File: config.mk
export PLATFORM = sky130hd
export DESIGN_NAME = hub_norm_pipe
export DESIGN_NICKNAME = d
export VERILOG_FILES = /design/src/rtl/hub_fp_pkg.sv /design/src/rtl/hub_lshift.sv /design/src/rtl/hub_norm_pipe.sv
export SDC_FILE = /design/constraint.sdc
export NUM_CORES = 1
export LEC_CHECK = 0
export ABC_AREA = 1
export BUFFER_PORTS_ARGS = -buffer_cell sky130_fd_sc_hd__buf_4
export CAP_MARGIN = 10
export CORE_MARGIN = 10
export CORE_UTILIZATION = 61
export DETAILED_ROUTE_END_ITERATION = 8
export PLACE_DENSITY = 0.85
export SYNTH_ARGS = -nofsm -noshare
export SYNTH_HDL_FRONTEND = slang
export SYNTH_HIERARCHICAL = 1
export SYNTH_SLANG_ARGS = --single-unit
File: constraint.sdc
create_clock -name clk -period 4.2 [get_ports clk]
set_input_delay 0.21 -clock clk [delete_from_list [all_inputs] [get_ports clk]]
set_output_delay 0.21 -clock clk [all_outputs]
set_load 0.1 [all_outputs]
File: src/rtl/hub_fp_pkg.sv
// Shared constants, S1 payload layout and shift clamp for the HUB normalization pipe.
package hub_fp_pkg;

  localparam int M_W  = 24;
  localparam int E_W  = 8;
  localparam int SW_W = $clog2(M_W + 1);

  typedef struct packed {
    logic [M_W:0]      mant;
    logic [SW_W-1:0]   sh;
    logic [E_W-1:0]    exp;
    logic              sign;
    logic              zero;
  } s1_payload_t;

  function automatic logic [SW_W-1:0] clamp_shift(input logic [SW_W-1:0] s);
    return (s > SW_W'(M_W)) ? SW_W'(M_W) : s;
  endfunction

endpackage

File: src/rtl/hub_lshift.sv
// Combinational left barrel shifter, one mux stage per bit of the shift amount.
module hub_lshift #(
  parameter int W  = 25,
  parameter int SW = 5
) (
  input  logic [W-1:0]  data,
  input  logic [SW-1:0] sh,
  output logic [W-1:0]  result
);

  logic [W-1:0] stage [SW+1];

  assign stage[0] = data;

  for (genvar i = 0; i < SW; i++) begin : g_stage
    assign stage[i+1] = sh[i] ? (stage[i] << (2 ** i)) : stage[i];
  end

  assign result = stage[SW];

endmodule

File: src/rtl/hub_norm_pipe.sv
// Two-stage elastic normalizer after the HUB adder's LZA: shift, fix LZA under-count, adjust exponent.
// Optional macro HUB_NORM_CORR_CNT_EN adds a saturating count of corrected beats on corr_cnt.
module hub_norm_pipe
  import hub_fp_pkg::*;
#(
  parameter int M  = M_W,
  parameter int E  = E_W,
  parameter int SW = $clog2(M + 1)
) (
  input  logic          clk,
  input  logic          rst,
  input  logic          in_valid,
  output logic          in_ready,
  input  logic [M:0]    in_mant,
  input  logic [SW-1:0] in_shift,
  input  logic [E-1:0]  in_exp,
  input  logic          in_sign,
  output logic          out_valid,
  input  logic          out_ready,
  output logic [M-1:0]  out_mant,
  output logic [E-1:0]  out_exp,
  output logic          out_sign,
  output logic          out_zero,
  output logic          out_uflow
`ifdef HUB_NORM_CORR_CNT_EN
  ,
  output logic [15:0]   corr_cnt
`endif
);

  // Payload widths come from the package; M/E/SW must stay at the package values.
  s1_payload_t   s1;
  logic          s1_valid;
  logic          s2_valid;
  logic          s2_ready;
  logic          accept;
  logic [SW-1:0] sh_c;
  logic [M:0]    m_shift;

  assign s2_ready  = !s2_valid || out_ready;
  assign in_ready  = !s1_valid || s2_ready;
  assign accept    = in_valid && in_ready;
  assign out_valid = s2_valid;

  assign sh_c = clamp_shift(in_shift);

  hub_lshift #(.W(M + 1), .SW(SW)) u_lshift (
    .data   (in_mant),
    .sh     (sh_c),
    .result (m_shift)
  );

  // NOTE: sequential state uses non-blocking assignments so every register samples pre-edge values.
  always_ff @(posedge clk) begin
    if (rst) begin
      s1_valid <= 1'b0;
      s1       <= '0;
    end else if (in_ready) begin
      s1_valid <= in_valid;
      if (accept) begin
        s1 <= '{mant: m_shift, sh: sh_c, exp: in_exp, sign: in_sign, zero: (in_mant == '0)};
      end
    end
  end

  logic          corr;
  logic [M-1:0]  mn;
  logic [SW:0]   tot;
  logic [E:0]    e;
  logic          uflow;

  // NOTE: every always_comb output gets a default first so no path can infer a latch.
  always_comb begin
    corr  = 1'b0;
    mn    = '0;
    tot   = '0;
    e     = '0;
    uflow = 1'b0;
    corr  = !s1.mant[M] && !s1.zero;
    mn    = corr ? {s1.mant[M-2:0], 1'b0} : s1.mant[M-1:0];
    tot   = {1'b0, s1.sh} + {{SW{1'b0}}, corr};
    e     = {1'b0, s1.exp} - (E+1)'(tot);
    // Borrow in the top bit or an exact zero both mean in_exp <= tot.
    uflow = !s1.zero && (e[E] || (e == '0));
  end

`ifdef HUB_NORM_CORR_CNT_EN
  logic s2_corr;
`endif

  // NOTE: output payload registers are reset too, because the outputs must read zero after reset.
  always_ff @(posedge clk) begin
    if (rst) begin
      s2_valid  <= 1'b0;
      out_mant  <= '0;
      out_exp   <= '0;
      out_sign  <= 1'b0;
      out_zero  <= 1'b0;
      out_uflow <= 1'b0;
`ifdef HUB_NORM_CORR_CNT_EN
      s2_corr   <= 1'b0;
`endif
    end else if (s2_ready) begin
      s2_valid <= s1_valid;
      if (s1_valid) begin
        out_sign  <= s1.sign;
        out_zero  <= s1.zero || uflow;
        out_uflow <= uflow;
        out_mant  <= (s1.zero || uflow) ? '0 : mn;
        out_exp   <= (s1.zero || uflow) ? '0 : e[E-1:0];
`ifdef HUB_NORM_CORR_CNT_EN
        s2_corr   <= corr;
`endif
      end
    end
  end

`ifdef HUB_NORM_CORR_CNT_EN
  always_ff @(posedge clk) begin
    if (rst) begin
      corr_cnt <= '0;
    end else if (s2_valid && out_ready && s2_corr && (corr_cnt != 16'hFFFF)) begin
      corr_cnt <= corr_cnt + 16'd1;
    end
  end
`endif

endmodule
==> Word level (Yosys, flattened, before mapping) <==
Cells that the tools add are included.
{ "op_classes": {"add_sub_neg": 2, "order_cmp": 1, "muxes": 9, "reduce_logical": 15} }
{ "op_table": {"columns": ["operator", "count"], "rows": [
  ["$mux 25", 5],
  ["$mux 24", 2],
  ["$logic_not 25->1", 1],
  ["$logic_not 9->1", 1],
  ["$sub 8x6->9", 1],
  ["$mux 8", 1],
  ["$add 5x1->6", 1],
  ["$gt 5x5->1 const B", 1],
  ["$mux 5", 1],
  ["$logic_not 1->1", 4],
  ["$logic_or 1x1->1", 4],
  ["$reduce_and 2->1", 2],
  ["$logic_and 1x1->1", 3]
]} }
{ "word_totals": {"regBits": 77, "inputBits": 43, "output_inout_bits": 37, "word_cells": 39} }

==> Logic depth before layout (Yosys ltp) <==
Gate-level depths: netlist of the first run.
{ "logic_depth": {"ltp_word": 9, "mapped_depth": 18, "mapped_depth_nobuf": 17} }

==> Cells and area by module <==
The synthesis of the first run kept the hierarchy.
{ "modules_own_cells": {"columns": ["mod", "n_inst", "cells_each", "area_per_inst_um2", "seq_area_each_um2"], "rows": [
  ["hub_norm_pipe", 1, 501, 3654.8, 1541.5],
  ["hub_lshift", 1, 265, 1288.7, 0.0]
]} }

==> Least setup slack after synthesis of the first run <==
No wires, ideal clock.
{ "synth_path": {"path_type": "flip-flop to flip-flop", "from": "register s2_valid (netlist: out_valid)", "to": "register s1_valid", "setup_time_ps": 160, "t_arrival_ps": 2863, "required_ps": 4040, "path_slack_ps": 1176, "stages_incl_launch_ff": 6, "path_buffers": 2, "period_less_slack_ps": 3024, "path_cell_list": "dfxtp_1 -> nand3_1 -> nand2_1 -> buf_2 -> clkbuf_1 -> a21oi_1"} }
{ "synth_via": {"elab_chain_cells": 3} }
{ "synth_rtl": {"columns": ["element", "line", "rtl"], "rows": [
  ["from (decl)", "hub_norm_pipe.sv:34", "logic s2_valid;"],
  ["from (signal assigned)", "hub_norm_pipe.sv:104", "s2_valid <= s1_valid;"],
  ["$logic_not 1->1", "hub_norm_pipe.sv:40", "assign s2_ready = !s2_valid || out_ready;"],
  ["$logic_or 1x1->1", "hub_norm_pipe.sv:40", null],
  ["$logic_or 1x1->1", "hub_norm_pipe.sv:41", "assign in_ready = !s1_valid || s2_ready;"],
  ["named net in_ready", "hub_norm_pipe.sv:13", "output logic in_ready,"],
  ["to (signal assigned)", "hub_norm_pipe.sv:59", "s1_valid <= in_valid;"],
  ["to (decl)", "hub_norm_pipe.sv:33", "logic s1_valid;"]
]} }
The timed path passes the listed nets, and every way through them passes these cells.
A chain may end at the register's enable or synchronous reset.

==> Final worst setup path of the first run <==
{ "layout_path": {"from": "register s1[0] in the netlist's numbering", "to": "register out_exp[3]"} }
{ "layout_via": {"elab_chain_cells": 9} }
{ "layout_rtl": {"columns": ["element", "line", "rtl"], "rows": [
  ["from (decl)", "hub_norm_pipe.sv:32", "s1_payload_t s1;"],
  ["from (signal assigned)", "hub_norm_pipe.sv:61", "s1 <= '{mant: m_shift, sh: sh_c, exp: in_exp, sign: in_sign, zero: (in_mant == '0)};"],
  ["$logic_not 1->1", "hub_norm_pipe.sv:79, hub_norm_pipe.sv:84", null],
  ["$logic_and 1x1->1", "hub_norm_pipe.sv:79", "corr = !s1.mant[M] && !s1.zero;"],
  ["$add 5x1->6", "hub_norm_pipe.sv:81", "tot = {1'b0, s1.sh} + {{SW{1'b0}}, corr};"],
  ["$sub 8x6->9", "hub_norm_pipe.sv:82", "e = {1'b0, s1.exp} - (E+1)'(tot);"],
  ["$logic_not 9->1", "hub_norm_pipe.sv:84", "uflow = !s1.zero && (e[E] || (e == '0));"],
  ["$logic_or 1x1->1", "hub_norm_pipe.sv:84", null],
  ["$logic_and 1x1->1", "hub_norm_pipe.sv:84", null],
  ["$logic_or 1x1->1", "hub_norm_pipe.sv:110", "out_exp <= (s1.zero || uflow) ? '0 : e[E-1:0];"],
  ["$mux 8 (*)", "hub_norm_pipe.sv:110", null],
  ["to (signal assigned)", "hub_norm_pipe.sv:110", null],
  ["to (decl)", "hub_norm_pipe.sv:21", "output logic [E-1:0] out_exp,"]
]} }
Every way passes the cells marked *; elsewhere a longest branch is shown, timed or not.

==> results of run 1 <==
## flip-flops by register name, indices dropped and copies added (netlist names)
name / flops
s1_valid: 1
s1: 40
out_sign: 1
out_zero: 1
out_exp: 8
out_mant: 24
out_uflow: 1
out_valid: 1
## per-layer routing
layer	GRT usage	routed length, um	vias to the layer above
li1	-	-	2656
met1	0.285	5930	2358
met2	0.350	6030	220
met3	0.0395	1020	19
met4	0.0660	205	0
met5	0	0	-
## worst min-delay path, delay by kind of cell
family | cells | cell delay, ns
compound gates | 1 | 0.07
buf+inv | 1 | 0.07
simple gates | 1 | 0.09
## stage by stage
step / hold slack (ns) / instance area [sq um] / setup slack, ns
after floorplan: 0.377 / 4940 / 1.18
after global placement: 0.449 / 5370 / 0.839
after detailed placement: 0.457 / 5370 / 0.686
after CTS: 0.130 / 5590 / 0.650
after global routing: 0.143 / 5590 / 0.260
final: 0.122 / 5590 / 0.584
## final timing paths
check,startpoint,end,slack [ns]
worst max-delay path,s1[0]$_SDFFE_PP0P_,out_exp[3]$_SDFFE_PP0P_,0.58
worst min-delay path,in_sign,s1[1]$_SDFFE_PP0P_,0.12
worst max register to register,s1[0]$_SDFFE_PP0P_,out_exp[3]$_SDFFE_PP0P_,0.58
worst min register to register,out_mant[10]$_SDFFE_PP0P_,out_mant[10]$_SDFFE_PP0P_,0.47
## power by group through the flow
stage | sequential [mW] | combinational, mW | clock, mW
after floorplan | 0.922 | 0.405 | 0
after CTS | 0.797 | 0.647 | 0.632
after global placement | 0.811 | 0.631 | 0
final | 0.797 | 0.655 | 0.622
after global routing | 0.802 | 0.721 | 0.662
after detailed placement | 0.814 | 0.642 | 0
## kinds of logic after synthesis
| logic type | count (synthesis) | share of synthesized area |
|---|---|---|
| AO/OA/AOI/OAI | 135 | 0.140 |
| adder cells (fa/ha/maj) | 11 | 0.0309 |
| buffers and inverters | 118 | 0.118 |
| flip-flops | 77 | 0.312 |
| AND/OR/NAND/NOR | 425 | 0.399 |
## cell type report
class,instances,area [sq um],area share
repair buffers,85,638,0.114
multi-input cells,571,2820,0.505
flip-flops and latches,77,1540,0.276
well taps,102,128,0.0228
clock buffers,9,124,0.0222
inverters,61,239,0.0427
clock inverters,7,97.6,0.0175
## synth_stat cells
cell and number:
sky130_fd_sc_hd__inv_4 1, sky130_fd_sc_hd__inv_1 54, sky130_fd_sc_hd__o21ai_1 4, sky130_fd_sc_hd__buf_1 1
sky130_fd_sc_hd__a211oi_1 1, sky130_fd_sc_hd__inv_2 2, sky130_fd_sc_hd__clkbuf_4 3, sky130_fd_sc_hd__o21ai_2 1
sky130_fd_sc_hd__inv_8 1, sky130_fd_sc_hd__fa_1 2, sky130_fd_sc_hd__nand2_1 160, sky130_fd_sc_hd__dfxtp_1 77
sky130_fd_sc_hd__a21oi_2 2, sky130_fd_sc_hd__buf_4 4, sky130_fd_sc_hd__nand4_1 37, sky130_fd_sc_hd__or2_0 1
sky130_fd_sc_hd__o21ai_0 62, sky130_fd_sc_hd__nor2_2 4, sky130_fd_sc_hd__a31oi_1 1, sky130_fd_sc_hd__nand2_2 15
sky130_fd_sc_hd__clkinv_1 3, sky130_fd_sc_hd__nor4_1 6, sky130_fd_sc_hd__nand3_1 127, sky130_fd_sc_hd__buf_8 3
sky130_fd_sc_hd__buf_2 13, sky130_fd_sc_hd__nand2_4 1, sky130_fd_sc_hd__nand4_2 2, sky130_fd_sc_hd__ha_1 9
sky130_fd_sc_hd__nand3_2 2, sky130_fd_sc_hd__o211ai_1 1, sky130_fd_sc_hd__a21oi_1 63, sky130_fd_sc_hd__or2_1 2
sky130_fd_sc_hd__buf_12 1, sky130_fd_sc_hd__nand3b_1 2, sky130_fd_sc_hd__clkbuf_1 27, sky130_fd_sc_hd__nor2_1 61
sky130_fd_sc_hd__nor3_1 4, sky130_fd_sc_hd__buf_6 5, sky130_fd_sc_hd__nor3_2 1
==> results list, run 1 <==
- Most frequent cells in the layout: 160 x sky130_fd_sc_hd__nand2_1, 127 x sky130_fd_sc_hd__nand3_1, 85 x sky130_fd_sc_hd__buf_4
* Number of iterations in the first detailed-routing pass: 5
* RSZ-0062 raised after global routing: false
* Part of the total power dissipated in combinational logic: 0.316
- Combined buffer and inverter count along the critical path: 3
- Cells after DPL: approximately 900
* Total count of hold-check failures in the final report: 0
- Detailed placer's ending HPWL: approximately 9.8 mm
* Row count: 32
- Net switching power of the design: 0.769 mW
* Crit-path max FO: 34
- Entering global routing, the biggest net connects 66 pins.
- Counting every instance in the synthesized netlist gives 766.
- In this run the remaining antenna-violating nets after routing total 0.
* Total setup buffers inserted after CTS: 0
* Average instance area after synthesis: 6.45 sq um
- Cell taking the most area after synthesis: sky130_fd_sc_hd__dfxtp_1
- On the worst path, the slowest cell contributes a delay of about 0.65 ns.
- Cell internal power was estimated by the tool at ~1.3 mW.
* CTS tree: done
- Cell count of the worst reg-to-reg path: 15
- The clock drives 77 sinks.
* Syn Nets: just over 800
- Static Leak: 2.51 nW
* Vias in the first global route: about 4800
- Top cells by area in the synthesized netlist: sky130_fd_sc_hd__dfxtp_1 31%, sky130_fd_sc_hd__nand3_1 13%, sky130_fd_sc_hd__nand2_1 12%
- The filler cells instantiated in the layout total ~680.
- The count of cells in the finished layout, fillers not included, comes to ~910.
* Pins over their slew limit: 0
* Overall die width: 110 um
* Area fraction of the dominant cell type after synthesis: 0.312
- Via count normalized by instance count: roughly 5.8
- STA classifies the critical path startpoint as a flip-flop.
- For this configuration, the core starts out at a cell density of 0.633.
* CTS H-tree depth: 3
- Min cycle time layout: about 3.6 ns
* Routed wirelength normalized by instance count: around 14 um
* Residual overflow from global routing: 0
* Count of nets after finishing: 859
- Total number of cells along the worst setup path: 15
- Based on the critical path, the design can be clocked at up to around 0.28 GHz.
- Final clock skew: between 0.01 and 0.015 ns
- Count of buffers from port buffering: 79
- At the later pin of the worst-skew pair, clock insertion delay measures 0.35 ns.
- The final route contains between 5000 and 6000 vias.
- Synthesis inferred slightly below 80 register bits.
* Number of top-level pins: 80
- CTS root buffer: sky130_fd_sc_hd__clkbuf_8
* # hold bufs at CTS: 0
- IR analysis of the VDD net gives a maximum drop of 0.000206 V.
- Clock Power Share: 0.300
- At the pin with the least slew margin, the transition time is approximately 1.2 ns.
- The number of antenna violations at the first check in global routing came to 0.
* Number of inserted diodes: 0
- In the global route stage, overall resource usage came out at 0.216.
- Wire length of the first global-routing pass: roughly 22 mm
- After clock tree synthesis, the clock-pin slew on the worst setup and hold paths is approximately 0.090 ns.
* Yosys cell types: 39
- Counting along the longest clock path gives a buffer depth of 2.
- After detailed routing, the total wire length is between 10 and 15 mm.
* Gate family responsible for the most delay along the worst path: simple AND/OR/NAND/NOR gates
- Chip Height: approximately 110 um
* Number of buffers created by CTS: 9
- Proportion of layout cells with a drive suffix above 1: 0.167
* Sequential group share of total power: 0.384
* Pwr/cell area: approximately 370 mW/mm^2
* Share of the yosys chip area belonging to registers: 0.312
- Of the total power, the share spent switching nets is 0.371.
- Critical-path cell list: nor2_2 -> buf_4 -> clkinv_1 -> fa_1 -> inv_1 -> fa_1 -> nand2_2 -> nand2_2 -> nand2_2 -> nand2_2 -> nand4_2 -> nand3b_1 -> nor2_1 -> a21oi_1 -> nor2_1
- The region available for standard cell placement spans slightly below 0.008 sq mm.
- Headroom to the max-slew limit came out at 0.185.
- Cell occurring most often along the worst timing path: sky130_fd_sc_hd__nand2_2
- The run finished with clean final reports.
* Period utilization: 0.861
- Relative to the synthesized area, the layout overhead comes to 13.1%.
- The Yosys step of the flow raised 6 warnings.
- Data arrival time of the worst path: between 3 and 4 ns
- The library cell used most frequently in the layout, excluding fill and tap cells, is sky130_fd_sc_hd__nand2_1.
* Max-cap violation count: 0
- The die covers between 0.01 and 0.015 sq mm.
* GP Congestion: just under 1
- For this run, design rule violations remaining after detail routing come to 0.
- Synthesized cell area: slightly below 0.005 sq mm
- Kind of end point of the critical path: flip-flop
* Cts repair resizes: 0
- Setup violations remaining at the end of the flow were counted as 0.
- Overall power consumption after layout is estimated at 2.07 mW.
* Classification of the worst setup path: reg -> reg
* Number of DRC violations after detailed-routing iteration 0: ~420
- Critical-path cell with the highest stage delay: sky130_fd_sc_hd__nand4_2
- Measured on the finished design, the core utilization comes to 0.716.
- Data on the critical path is required at its endpoint by roughly 4.4 ns.
- The worst hold path belongs to the class in -> reg.
- Sum of negative setup slack: 0 ns
- Instance count along the most critical hold path: 3
No activity file was read; power rests on OpenSTA's default activity.
==> inputs of run 2 (changes only) <==
CELL_PAD_IN_SITES_DETAIL_PLACEMENT = 1   (was unset)
CELL_PAD_IN_SITES_GLOBAL_PLACEMENT = 2   (was unset)
CORE_UTILIZATION = 33   (was 61)
PLACE_DENSITY = unset   (was 0.85)
PLACE_DENSITY_LB_ADDON = 0.1   (was unset)
==> results list, run 2 (synthesis gave the netlist of run 1 again) <==
* Wire length of the first global-routing pass: 26.6 mm (was 21.8 mm)
- Number of DRC violations after detailed-routing iteration 0: 282 (was 418)
* Count of buffers from port buffering: 79 (unchanged)
- The worst stage delay on the critical path is 0.65 ns (about the same).
* GP Congestion: 0.841 (was 0.961)
- R2R Path Start: s1[0]$_SDFFE_PP0P_ (unchanged)
- Critical path data required time: 4.42 ns (was 4.43 ns)
- Met1 Track Usage GR: 0.217 (was 0.285)
- Critical-path cell with the highest stage delay: sky130_fd_sc_hd__nand4_2 (unchanged)
- Pre-CTS WS: 0.545 ns (was 0.686 ns)
- Clock transition time at the flip-flop clock pins of the worst setup and hold paths: 0.06 ns (was 0.09 ns)
* Post-layout util: 0.395 (was 0.716)
- The DRC violation count after routing was 0 (unchanged).
- The most utilized layer in the global route result is met2 (unchanged).
- The total routing resource utilization after global routing is 0.157 (was 0.216).
- The kind of end point of the critical path was a flip-flop (unchanged).
- Outcome: complete, no violations (unchanged)
- Pwr/cell area: 378 mW/mm^2 (was 371 mW/mm^2)
* Crit-path max FO: 34 (unchanged)
* Detailed placer's ending HPWL: 12.2 mm (was 9.75 mm)
- The number of violations of the max-capacitance limit came to 0 (unchanged).
- The most used cell along the critical path was sky130_fd_sc_hd__nand2_2 (unchanged).
- Routed wirelength normalized by instance count: 15.8 um (was 14.4 um)
* Count of nets after finishing: 860 (was 859)
- The number of antenna violations at the first check in global routing came to 0 (unchanged).
- The area growth from synthesis to final layout came to 16.5% (was 13.1%).
- GR Util met2: 0.237 (was 0.350)
- The register ranked first by flip-flop count is s1 (unchanged).
- The height of the die was 142 um (was 110 um).
* Period utilization: 0.861 (about the same)
- Min-Delay Startpoint: in_exp[0] (was in_sign)
- The standard cell area after detailed placement was 0.00548 sq mm (was 0.00537 sq mm).
- The leading cell type in the layout, fill and taps excluded is sky130_fd_sc_hd__nand2_1 (unchanged).
- Critical-path cell list: nor2_2 -> buf_4 -> clkinv_1 -> fa_1 -> inv_1 -> fa_1 -> nand2_2 -> nand2_2 -> nand2_2 -> nand2_2 -> nand4_2 -> nand3_1 -> nor2_1 -> a21oi_1 -> nor2_1 (was nor2_2 -> buf_4 -> clkinv_1 -> fa_1 -> inv_1 -> fa_1 -> nand2_2 -> nand2_2 -> nand2_2 -> nand2_2 -> nand4_2 -> nand3b_1 -> nor2_1 -> a21oi_1 -> nor2_1).
- The number of rows created at floorplan was 44 (was 32).
- The TritonCTS clock tree was done (unchanged).
- The post-route worst setup slack is 0.585 ns (was 0.584 ns).
- Most frequent cells in the layout: 160 x sky130_fd_sc_hd__nand2_1, 127 x sky130_fd_sc_hd__nand3_1, 85 x sky130_fd_sc_hd__buf_4 (unchanged)
- The number of H-tree levels was 3 (unchanged).
- Number of routed nets with antenna violations: 0 (unchanged)
* Largest net degree at the start of global routing: 66 (unchanged)
- Total setup buffers inserted after CTS: 0 (unchanged)
- Overall die width: 142 um (was 110 um)
- Maximum frequency from static timing analysis: 0.277 GHz (about the same)
- The area enclosed by the die boundary came to 0.0203 sq mm (was 0.0121 sq mm).
- The area taken by multi-input logic gates is 0.00283 sq mm (was 0.00282 sq mm).
- The aggregate global routing overflow was 0 (unchanged).
- The total CTS buffers came to 9 (unchanged).
- Launch point of the critical path: s1[0]$_SDFFE_PP0P_ (unchanged)
* Flip-flop count of the largest register, all copies and words added: 40 (unchanged)
- CTS root buffer: sky130_fd_sc_hd__clkbuf_16 (was sky130_fd_sc_hd__clkbuf_8)
- Total count of hold-check failures in the final report: 0 (unchanged)
- Tightest slew margin relative to the limit: 0.339 (was 0.185)
* Number of inserted diodes: 0 (unchanged)
* RSZ-0062 raised after global routing: false (unchanged)
* Maximum count of clock buffers along a single path: 2 (unchanged)
- Number of top-level pins: 80 (unchanged)
* Worst hold path type: in -> reg (unchanged)
- The worst clock skew was 0.00894 ns (was 0.0137 ns).
* # hold bufs at CTS: 0 (unchanged)
- Vias in the first global route: 5200 (was 4776)
- The met3 routing resource usage after global routing is 0.0407 (was 0.0395).
* Initial Utilization: 0.339 (was 0.633)
- Final instance area: 0.00576 sq mm (was 0.00559 sq mm)
- Number of iterations in the first detailed-routing pass: 4 (was 5)
- The leakage power was 2.54 nW (was 2.51 nW).
* Largest voltage drop on the vdd net: 0.000182 V (was 0.000206 V)
- Proportion of layout cells with a drive suffix above 1: 0.165 (was 0.167)
- The number of filler cells placed in the layout came to 1904 (was 679).
* Clock insertion delay at the later pin of the skew report: 0.34 ns (was 0.35 ns)
* Via count normalized by instance count: 5.15 (was 5.76)
* Cts repair resizes: 0 (unchanged)
- The total via count in the routed design is 5122 (was 5253).
- The number of pins with negative max-slew slack in the final report is 0 (unchanged).
- Setup violation total in the final timing report: 0 (unchanged)
- Largest registers: s1 (40), out_mant (24), out_exp (8) (unchanged).
* Register area: 0.00154 sq mm (unchanged)
- The type of origin of the critical path is a flip-flop (unchanged).
- The slack of the worst reg-to-reg path came to 0.59 ns (was 0.58 ns).
- The setup TNS came to 0 ns (unchanged).
* Number of sinks on the clock net: 77 (unchanged)
* Core area: 0.0146 sq mm (was 0.00781 sq mm)
- Data arrival time of the worst path: 3.83 ns (was 3.85 ns)
* Classification of the worst setup path: reg -> reg (unchanged)
- The slew at the pin with the worst max-slew slack came to 0.991 ns (was 1.22 ns).
* Min cycle time layout: 3.61 ns (was 3.62 ns)
- The sum of routed wire length over all layers was 15.7 mm (was 13.2 mm).
-- run 2: cell count changes in the layout (fill, tap and decap cells not counted), sizes merged --
cell,delta
clkinv,+2
bufinv,-2
buf,+1
clkinvlp,-2
clkbuf,+3
inv,-2
-- run 2: cell type report --
class | instances | area share
inverters | 61 | 0.0415
repair buffers | 86 | 0.113
clock inverters | 3 | 0.00391
well taps | 184 | 0.0400
flip-flops and latches | 77 | 0.268
multi-input cells | 571 | 0.491
clock buffers | 12 | 0.0428
-- run 2: critical path: cells and delay by family (launching register included) --
kind	cells	cell delay [ns]
AO/OA/AOI/OAI	1	0.14
AND/OR/NAND/NOR	9	1.46
flip-flops	1	0.35
adder cells (fa/ha/maj)	2	0.76
buffers and inverters	3	0.78
-- run 2: per-stage QoR --
step                instances  power (mW)  hold WS [ns]
finish                    994        2.18         0.122
global placement          978        1.48         0.452
detailed placement        978        1.49         0.458
global route              994        2.32         0.134
floorplan                 766        1.33         0.377
CTS                       993        2.21         0.111
-- run 2: per-layer routing --
metal / vias up / wire length [um]
li1: 2650 / -
met1: 2390 / 7990
met2: 75 / 6840
met3: 7 / 715
met4: 0 / 136
met5: - / 0
-- run 2: worst paths after layout --
kind	end	depth (start not counted)
max reg2reg	out_exp[7]$_SDFFE_PP0P_	15
max	out_exp[7]$_SDFFE_PP0P_	15
min reg2reg	out_mant[13]$_SDFFE_PP0P_	2
min	s1[2]$_SDFFE_PP0P_	3
-- run 2: power breakdown --
part           leakage (nW)  internal (mW)  switching, mW
Sequential            0.632          0.774         0.0249
Combinational          1.78          0.196          0.473
Clock                 0.133          0.414          0.297
Total                  2.54           1.38          0.795
==> inputs of run 3 (changes only) <==
RECOVER_POWER = 50   (was unset)
==> results list, run 3 (synthesis gave the netlist of run 1 again) <==
- Pwr/cell area: 386 mW/mm^2 (was 378 mW/mm^2)
- The fraction of final layout cells sized beyond drive strength 1 came to 0.117 (was 0.165).
* Pins over their slew limit: 20 (was 0)
- The post-CTS resize count came to 0 (unchanged).
- The leading cell type in the layout, fill and taps excluded was sky130_fd_sc_hd__nand2_1 (unchanged).
* Count of nets after finishing: 860 (unchanged)
* Outcome: finished, violations left (was complete, no violations)
* Clock transition time at the flip-flop clock pins of the worst setup and hold paths: 0.06 ns (about the same)
- The switching power was 0.795 mW (about the same).
- The area growth from synthesis to final layout was 13.6% (was 16.5%).
- The number of violations of the max-capacitance limit came to 1 (was 0).
- The slew at the pin with the worst max-slew slack came to 1.61 ns (was 0.991 ns).
- Data arrival time of the worst path: 3.83 ns (about the same)
- Wire length of the first global-routing pass: 26.6 mm (unchanged)
- RSZ-0062 raised after global routing: false (unchanged).
- Classification of the worst setup path: reg -> reg (unchanged)
- Row count: 44 (unchanged)
* Clock insertion delay at the later pin of the skew report: 0.34 ns (about the same)
* Tightest slew margin relative to the limit: -0.0741 (was 0.339)
- Clock Power Share: 0.328 (was 0.327)
- Total setup buffers inserted after CTS: 0 (unchanged)
* Crit-path max FO: 34 (unchanged)
- Final clock skew: 0.00886 ns (was 0.00894 ns)
- The critical path data required time came to 4.42 ns (about the same).
* Vias in the first global route: 5200 (unchanged)
* Routed wirelength normalized by instance count: 15.9 um (was 15.8 um)
- The worst-case clock buffer depth is 2 (unchanged).
* Via count normalized by instance count: 5.15 (about the same)
- The leakage power is 2.39 nW (was 2.54 nW).
* Sum of negative setup slack: 0 ns (unchanged)
* Largest voltage drop on the vdd net: 0.000181 V (was 0.000182 V)
- Detailed-route wire length: 15.8 mm (was 15.7 mm)
* Switching Share: 0.367 (was 0.365)
- Period utilization: 0.859 (was 0.861)
- The quantity of I/O buffers inserted on ports was 79 (unchanged).
* Total Routing Usage GR: 0.157 (unchanged)
- The kind of end point of the critical path was a flip-flop (unchanged).
- The height of the die is 142 um (unchanged).
- Violated checks: max-capacitance violations, max-slew violations
* Initial Utilization: 0.339 (unchanged)
- Detailed placer's ending HPWL: 12.2 mm (unchanged)
* Largest reg by FF count: s1 (unchanged)
- Worst hold path type: in -> reg (unchanged)
* Most frequent cells in the layout: 160 x sky130_fd_sc_hd__nand2_1, 127 x sky130_fd_sc_hd__nand3_1, 77 x sky130_fd_sc_hd__dfxtp_1 (was 160 x sky130_fd_sc_hd__nand2_1, 127 x sky130_fd_sc_hd__nand3_1, 85 x sky130_fd_sc_hd__buf_4)
- Maximum frequency from static timing analysis: 0.277 GHz (about the same)
* Antenna violations before repair: 0 (unchanged)
* Internal power: 1.37 mW (was 1.38 mW)
- The power consumption was 2.17 mW (was 2.18 mW).
- The starting DRC count in detailed routing was 308 (was 282).
- The TritonCTS clock tree is done (unchanged).
- The first-pass iteration count of the detailed router came to 4 (unchanged).
- GP Congestion: 0.841 (unchanged)
- The number of H-tree levels came to 3 (unchanged).
- The I/O pin count came to 80 (unchanged).
- Overall via count from detail_route: 5117 (was 5122)
- The number of buffers inserted for hold repair after clock tree synthesis came to 0 (unchanged).
* CTS root buffer: sky130_fd_sc_hd__clkbuf_16 (unchanged)
- The area enclosed by the die boundary was 0.0203 sq mm (unchanged).
* Min cycle time layout: 3.61 ns (about the same)
- The post-route antenna net violation count came to 0 (unchanged).
- Sequential group share of total power: 0.369 (was 0.367)
* Setup violation total in the final timing report: 0 (unchanged)
- Largest registers: s1 (40), out_mant (24), out_exp (8) (unchanged).
- Core area: 0.0146 sq mm (unchanged)
- The pin count of the biggest net entering global routing was 66 (unchanged).
- The count of clock tree sinks is 77 (unchanged).
* Overall die width: 142 um (unchanged)
* Number of inserted diodes: 0 (unchanged)
- The combinational power share was 0.303 (was 0.307).
- The type of origin of the critical path was a flip-flop (unchanged).
* Flip-flop count of the largest register, all copies and words added: 40 (unchanged)
- The total CTS buffers was 9 (unchanged).
- The aggregate global routing overflow was 0 (unchanged).
- Remaining design rule violation count: 0 (unchanged)
- Total count of hold-check failures in the final report: 0 (unchanged)
run 3: final timing paths:
| kind | from | slack (ns) | endpoint | cells after the start |
|---|---|---|---|---|
| max | s1[0]$_SDFFE_PP0P_ | 0.59 | out_exp[7]$_SDFFE_PP0P_ | 15 |
| min | in_exp[0] | 0.12 | s1[2]$_SDFFE_PP0P_ | 3 |
| max reg2reg | s1[0]$_SDFFE_PP0P_ | 0.59 | out_exp[7]$_SDFFE_PP0P_ | 15 |
| min reg2reg | out_mant[14]$_SDFFE_PP0P_ | 0.46 | out_mant[14]$_SDFFE_PP0P_ | 2 |
run 3: critical path, stage by stage (launching register included):
cell and delay, ns:
sky130_fd_sc_hd__dfxtp_1 0.35, sky130_fd_sc_hd__nor2_2 0.11, sky130_fd_sc_hd__buf_4 0.26, sky130_fd_sc_hd__clkinv_1 0.43
sky130_fd_sc_hd__fa_1 0.56, sky130_fd_sc_hd__inv_1 0.08, sky130_fd_sc_hd__fa_1 0.20, sky130_fd_sc_hd__nand2_2 0.07
sky130_fd_sc_hd__nand2_2 0.07, sky130_fd_sc_hd__nand2_2 0.06, sky130_fd_sc_hd__nand2_2 0.08, sky130_fd_sc_hd__nand4_2 0.65
sky130_fd_sc_hd__nand3_1 0.31, sky130_fd_sc_hd__nor2_1 0.06, sky130_fd_sc_hd__a21oi_1 0.14, sky130_fd_sc_hd__nor2_1 0.05
run 3: cell type report:
| class | instances | area, sq um |
|---|---|---|
| Sequential cell | 77 | 1540 |
| Clock inverter | 3 | 22.5 |
| Inverter | 61 | 239 |
| Timing Repair Buffer | 86 | 510 |
| Tap cell | 184 | 230 |
| Clock buffer | 12 | 246 |
| Fill cell | 1910 | 8970 |
| Multi-Input combinational cell | 571 | 2820 |
run 3: per-stage QoR:
stage / std cells / hold slack [ns] / util / setup slack [ns] / cell area, sq um
finish: 994 / 0.124 / 0.385 / 0.592 / 5610
global placement: 978 / 0.452 / 0.375 / 0.665 / 5480
global route: 994 / 0.134 / 0.385 / 0.0650 / 5610
CTS: 993 / 0.111 / 0.394 / 0.535 / 5740
floorplan: 766 / 0.377 / - / 1.18 / 4940
detailed placement: 978 / 0.458 / 0.375 / 0.545 / 5480
run 3: routing by layer:
metal | global-route usage | vias up | routed length [um]
met5 | 0 | - | 0
met4 | 0.0389 | 0 | 136
met3 | 0.0407 | 7 | 634
met2 | 0.237 | 67 | 6820
met1 | 0.217 | 2391 | 8180
li1 | - | 2652 | -
run 3: power by group through the flow:
stage | registers (mW) | clock network, mW | logic, mW
2_1_floorplan | 0.922 | 0 | 0.405
3_3_place_gp | 0.813 | 0 | 0.662
3_5_place_dp | 0.816 | 0 | 0.673
4_1_cts | 0.800 | 0.735 | 0.674
5_1_grt | 0.804 | 0.764 | 0.740
6_report | 0.799 | 0.711 | 0.656
